### src/rtl/lsu.sv
// Load/store unit for the 16-bit two-stage core.
// Accepts ldr/str from the pipeline, runs one valid/ready transaction on the
// data-memory port at a time, and pulses load results back to writeback.
// Optional build macro LSU_ALIGN_CHECK_EN adds a 'fault' output and rejects
// ldr/str with an odd address without touching memory.

module lsu #(
    parameter int WIDTH = 16,
    parameter int TAGW  = 4
) (
    input  logic             clk,
    input  logic             rst,
    input  logic             req_valid,
    output logic             req_ready,
    input  logic [3:0]       req_op,
    input  logic [WIDTH-1:0] req_addr,
    input  logic [WIDTH-1:0] req_wdata,
    input  logic [TAGW-1:0]  req_rd,
    output logic             mem_valid,
    input  logic             mem_ready,
    output logic             mem_we,
    output logic [WIDTH-1:0] mem_addr,
    output logic [WIDTH-1:0] mem_wdata,
    input  logic             mem_rvalid,
    input  logic [WIDTH-1:0] mem_rdata,
    output logic             wb_valid,
    output logic [TAGW-1:0]  wb_rd,
    output logic [WIDTH-1:0] wb_data,
    output logic             busy
`ifdef LSU_ALIGN_CHECK_EN
    ,
    output logic             fault
`endif
);

    localparam logic [3:0] OP_LDR = 4'b1100;
    localparam logic [3:0] OP_STR = 4'b1101;

    localparam logic [1:0] IDLE = 2'd0;
    localparam logic [1:0] REQ  = 2'd1;
    localparam logic [1:0] WAIT = 2'd2;
    localparam logic [1:0] RESP = 2'd3;

    logic [1:0]       state_q, state_d;
    logic [WIDTH-1:0] addr_q, addr_d;
    logic [WIDTH-1:0] wdata_q, wdata_d;
    logic [TAGW-1:0]  rd_q, rd_d;
    logic             we_q, we_d;
    logic [WIDTH-1:0] wb_data_q, wb_data_d;
    logic [TAGW-1:0]  wb_rd_q, wb_rd_d;
    logic             misalign_q, misalign_d;

    logic             isMemOp;
    logic             misaligned;

    assign isMemOp = (req_op == OP_LDR) || (req_op == OP_STR);

`ifdef LSU_ALIGN_CHECK_EN
    assign misaligned = req_addr[0];
`else
    assign misaligned = 1'b0;
`endif

    // Next-state logic: latch the request in IDLE, walk the handshake, capture load data.
    always_comb begin
        state_d    = state_q;
        addr_d     = addr_q;
        wdata_d    = wdata_q;
        rd_d       = rd_q;
        we_d       = we_q;
        wb_data_d  = wb_data_q;
        wb_rd_d    = wb_rd_q;
        misalign_d = misalign_q;
        case (state_q)
            IDLE: begin
                if (req_valid && isMemOp) begin
                    addr_d     = req_addr;
                    wdata_d    = req_wdata;
                    rd_d       = req_rd;
                    we_d       = (req_op == OP_STR);
                    misalign_d = misaligned;
                    state_d    = misaligned ? RESP : REQ;
                end
            end
            REQ: begin
                if (mem_ready) begin
                    state_d = we_q ? IDLE : WAIT;
                end
            end
            WAIT: begin
                if (mem_rvalid) begin
                    wb_data_d = mem_rdata;
                    wb_rd_d   = rd_q;
                    state_d   = RESP;
                end
            end
            RESP: begin
                state_d = IDLE;
            end
            default: begin
                state_d = IDLE;
            end
        endcase
    end

    // State and datapath registers; reset abandons any in-flight transaction.
    always_ff @(posedge clk or posedge rst) begin
        if (rst) begin
            state_q    <= IDLE;
            addr_q     <= '0;
            wdata_q    <= '0;
            rd_q       <= '0;
            we_q       <= 1'b0;
            wb_data_q  <= '0;
            wb_rd_q    <= '0;
            misalign_q <= 1'b0;
        end else begin
            state_q    <= state_d;
            addr_q     <= addr_d;
            wdata_q    <= wdata_d;
            rd_q       <= rd_d;
            we_q       <= we_d;
            wb_data_q  <= wb_data_d;
            wb_rd_q    <= wb_rd_d;
            misalign_q <= misalign_d;
        end
    end

    assign req_ready = (state_q == IDLE);
    assign busy      = (state_q != IDLE);
    assign mem_valid = (state_q == REQ);
    assign mem_we    = (state_q == REQ) && we_q;
    assign mem_addr  = addr_q;
    assign mem_wdata = wdata_q;
    assign wb_valid  = (state_q == RESP) && !misalign_q;
    assign wb_rd     = wb_rd_q;
    assign wb_data   = wb_data_q;

`ifdef LSU_ALIGN_CHECK_EN
    assign fault = (state_q == RESP) && misalign_q;
`endif

endmodule

### config.mk
export PLATFORM = sky130hd
export DESIGN_NAME = lsu
export DESIGN_NICKNAME = d
export VERILOG_FILES = /design/src/rtl/lsu.sv
export SDC_FILE = /design/constraint.sdc
export NUM_CORES = 1
export LEC_CHECK = 0
export CORE_MARGIN = 1.5
export CORE_UTILIZATION = 35
export DETAILED_ROUTE_END_ITERATION = 16
export PLACE_DENSITY = 0.87
export SYNTH_ARGS = -nofsm -noshare
export SYNTH_HDL_FRONTEND = slang
export SYNTH_SLANG_ARGS = --single-unit
### constraint.sdc
create_clock -name clk -period 1.6 [get_ports clk]
set_input_delay 0.24 -clock clk [delete_from_list [all_inputs] [get_ports clk]]
set_output_delay 0.24 -clock clk [all_outputs]
set_load 0.005 [all_outputs]
# After elaboration in Yosys (flattened, before gate mapping)
# Cells that the tools add are included.
# word_totals
regBits,59
in_bits,61
out_inout_bits,57
# classes
n_eq_ne,8
n_mux,5
reduce_logical,8
# ops
operator,n
$eq A4 B4 Y1 const B,2
$mux W2,4
$pmux W2 S4,1
$eq A2 B2 Y1 const B,2
$ne A2 B1 Y1 const B,2
$reduce_and A2 Y1,2
$reduce_and A3 Y1,1
$eq A2 B1 Y1 const B,1
$logic_and A1 B1 Y1,2
$logic_not A2 Y1,1
$ne A2 B2 Y1 const B,1
$reduce_bool A2 Y1,1
$logic_or A1 B1 Y1,1

# Longest topological paths before layout
# depth
word_depth,5
depth_mapped,5
ltp_nobuf,5

# Worst setup path after synthesis
# Ideal clock, no wire load.
# synth_path
path_type,register to register
from,register state_q[0]
to,register addr_q[0] (netlist: mem_addr[0])
setup_time_ps,125
arrival_time_ps,1350
t_required_ps,1475
setup_slack_ps,126
path_stages_with_launch,4
n_path_buf,1
period_less_slack_ps,1474
cell_sequence,dfrtp_1 > nor3_4 > buf_6 > mux2_2
# synth_via
elab_chain_cells,2
# synth_rtl
item,line_no,source
start: declaration,44,"logic [1:0] state_q, state_d;"
start signal: assignment,118,state_q <= state_d;
$logic_not A2 Y1,74,case (state_q)
$reduce_and A2 Y1 (no source line),--,
end signal: assignment,119,addr_q <= addr_d;
end: declaration,45,"logic [WIDTH-1:0] addr_q, addr_d;"
# No other way between the ends.
# A chain may end at the register's enable or synchronous reset.

# Worst setup path after layout
# layout_path
from,register state_q[0]
to,output mem_we
# layout_via
elab_chain_cells,2
# layout_rtl
item,line_no,source
$eq A2 B1 Y1,132,assign mem_we = (state_q == REQ) && we_q;
$logic_and A1 B1 Y1,132,
end: declaration,21,"output logic mem_we,"
# No other way between the ends.

==> run metrics <==
main flop type after synthesis dfrtp_1; I/O Pins 118; final WL 5010 um; Req. time, crit path 1.36 ns; outcome finished, final reports clean; critical path class reg2out; Total Routing Usage GR 15.2%; top cells by area, synth dfrtp_1, mux2_2, mux2_1, buf_6, nand4b_4; Die ar. 6970 sq um; Finished Core Util 60.2%; Arr. time, crit path 1.29 ns; Post-synth EDFFs 0; worst r2r dst mem_addr[13]$_DFFE_PP0P_; DIE HEIGHT 83.5 um; crit-path max cell delay 0.44 ns; TritonRoute pass-1 iters 2; Synth area leader dfrtp_1; root buffer cell clkbuf_8; wire per inst 14.4 um; crit path max-delay cell type dfrtp_2; H-tree Lvls 3; vias post-DR 1596; Residual DRC 0; # rows 29; sequential cell area 1480 sq um; vias per cell 4.60; CTS tree built; Max Cap Viol 0; total clock sinks 59; Setup TNS 0 ns; Area Growth Syn to Fin 67.8%; drt first-iter violations 39; VDD IR max 942 uV; Tightest Pin Transition 0.317 ns; initial antenna violation count 0; worst-case clock buffer depth 2; pwr/cell area 1750 nW/um^2; first-pass GRT wire length 8130 um; Clock Latency Late Sink 0.33 ns; Tcrit/Tclk final 95.4%; IO Port Bufs 117; WP depth 4; GRT overflow 0; Pleak 1.62 nW; Yosys top cell area share 65.2%; reg2reg setup slack 0.16 ns; Buf/Inv on CP 2; vias in the first global route 1726; Post-synth ARST share 100%; placed insts 330; initial cell density of the core 35.9%; multi-input logic area 741 sq um; FF+latch count, synth 59; Clock Skew 0.00824 ns; clock period minus worst slack 1.53 ns; Worst path top cell family by delay flip-flops; Ys Warns 0; register area share after synthesis 65.2%; final max-slew violation count 0; Final Hold Fails 0; syn nets 196; Chip Width 83.5 um; CTS Buf Count 9; largest net degree at the start of global routing 60; Final Setup Violations 0; cts hold-fix bufs 0; worst r2r path cells 4; nets 326; Slew headroom 78.9%; fillers 521; crit path cell chain nand2_2 -> inv_2 -> and2_1 -> dlygate4sd2_1; Final ANT Viol Nets 0; commonest cells in the netlist dfrtp_1, mux2_2, inv_1, mux2_1, buf_6; Fin Hold WS 0.346 ns; Post-Synthesis Cell Area 2270 sq um; Clock transition at path regs 0.07 ns; RD Place Congestion 0.670; layout cells sized above 1 30.7%; RSZ-0062 raised after global routing false; post-DP HPWL 3590 um; Post-Layout Cell Count 347; Synth Area per Inst 16.8 sq um; Netlist cell types 14; fmax 655 MHz; ANT cells 0; core box area 6310 sq um; worst min-delay path class in2async; CP Max Fanout 4; most frequent cell after synthesis dfrtp_1; Post-Syn Instances 135; CP Capture Type output port; Startpoint Class flop
[logic make-up (layout without fill, tap and decap cells)]
logic type             Yosys count  in the layout  synth area share [%]
buffers and inverters            9            144                  2.59
and+or+nand+nor                  8              8                  3.31
DFF                             59             59                  65.2
muxes                           57             57                  28.3
AOI/OAI and AO/OA                2              2                 0.607
[registers in the layout (all words and copies together), names as in the netlist, named ones only]
name       count
wb_data       16
mem_wdata     16
mem_addr      16
we_q           1
state_q        1
rd_q           4
wb_rd          4
[cell usage in the layout (no fill, tap or decap), drive strengths merged]
cell	count
buf	7
o21ai	1
dlygate4sd2	4
clkdlybuf4s15	1
nor2	1
clkinv	2
bufinv	1
o221ai	1
nor3	1
dfrtp	59
nand2	1
clkdlybuf4s50	112
mux2	57
and2	2
nand4b	1
inv	3
nand3b	2
clkinvlp	2
clkbuf	12
[final cells by class]
cell class | instances | area share (%)
clock inverter | 4 | 1.25
inverter | 4 | 0.494
clock buffer | 12 | 4.34
sequential | 59 | 38.9
timing repair buffer | 124 | 33.0
multi-input combinational | 67 | 19.5
tap | 77 | 2.53
[stage by stage]
step | setup slack (ns) | area [sq um] | power (W)
finish | 0.0730 | 3800 | 0.00667
global route | 0.00999 | 3800 | 0.00707
CTS | 0.0251 | 3800 | 0.00677
detailed placement | -0.234 | 3580 | 0.00532
global placement | -0.190 | 3580 | 0.00521
floorplan | 0.126 | 2270 | 0.00351
[worst min-delay path: stages]
cell,delay [ns]
clkdlybuf4s50_1,0.44
clkinvlp_4,0.10
buf_12,0.29
[where the power goes]
group / internal (W) / total (W) / switching, W
clock network: 0.000841 / 0.00140 / 0.000561
logic: 0.00192 / 0.00265 / 0.000732
registers: 0.00224 / 0.00261 / 0.000373
[metal layers]
layer | wire (um) | track usage, %
met1 | 1900 | 15.4
met5 | 0 | 0
met2 | 2630 | 26.4
met3 | 435 | 7.72
met4 | 40 | 6.86
[how the worst max path moves through the flow]
stage / from / end / slack [ns]
finish: state_q[0]$_DFFE_PP0P_ / mem_we / 0.07
CTS: state_q[0]$_DFFE_PP0P_ / mem_we / 0.03
global placement: req_op[2] / mem_wdata[5]$_DFFE_PP0P_ / -0.19
detailed placement: req_op[2] / mem_addr[13]$_DFFE_PP0P_ / -0.23
global route: state_q[0]$_DFFE_PP0P_ / busy / 0.01
floorplan: state_q[0]$_DFFE_PP0P_ / mem_addr[0]$_DFFE_PP0P_ / 0.13
[what timing repair did]
| item | in CTS | in global routing |
|---|---|---|
| pin swaps | 0 | 0 |
| buffers inserted | 1 | 0 |
| resized for setup | 10 | 1 |
| endpoints found under the setup margin | 5 | 1 |
Note: power is estimated with default switching activity, not from simulation.
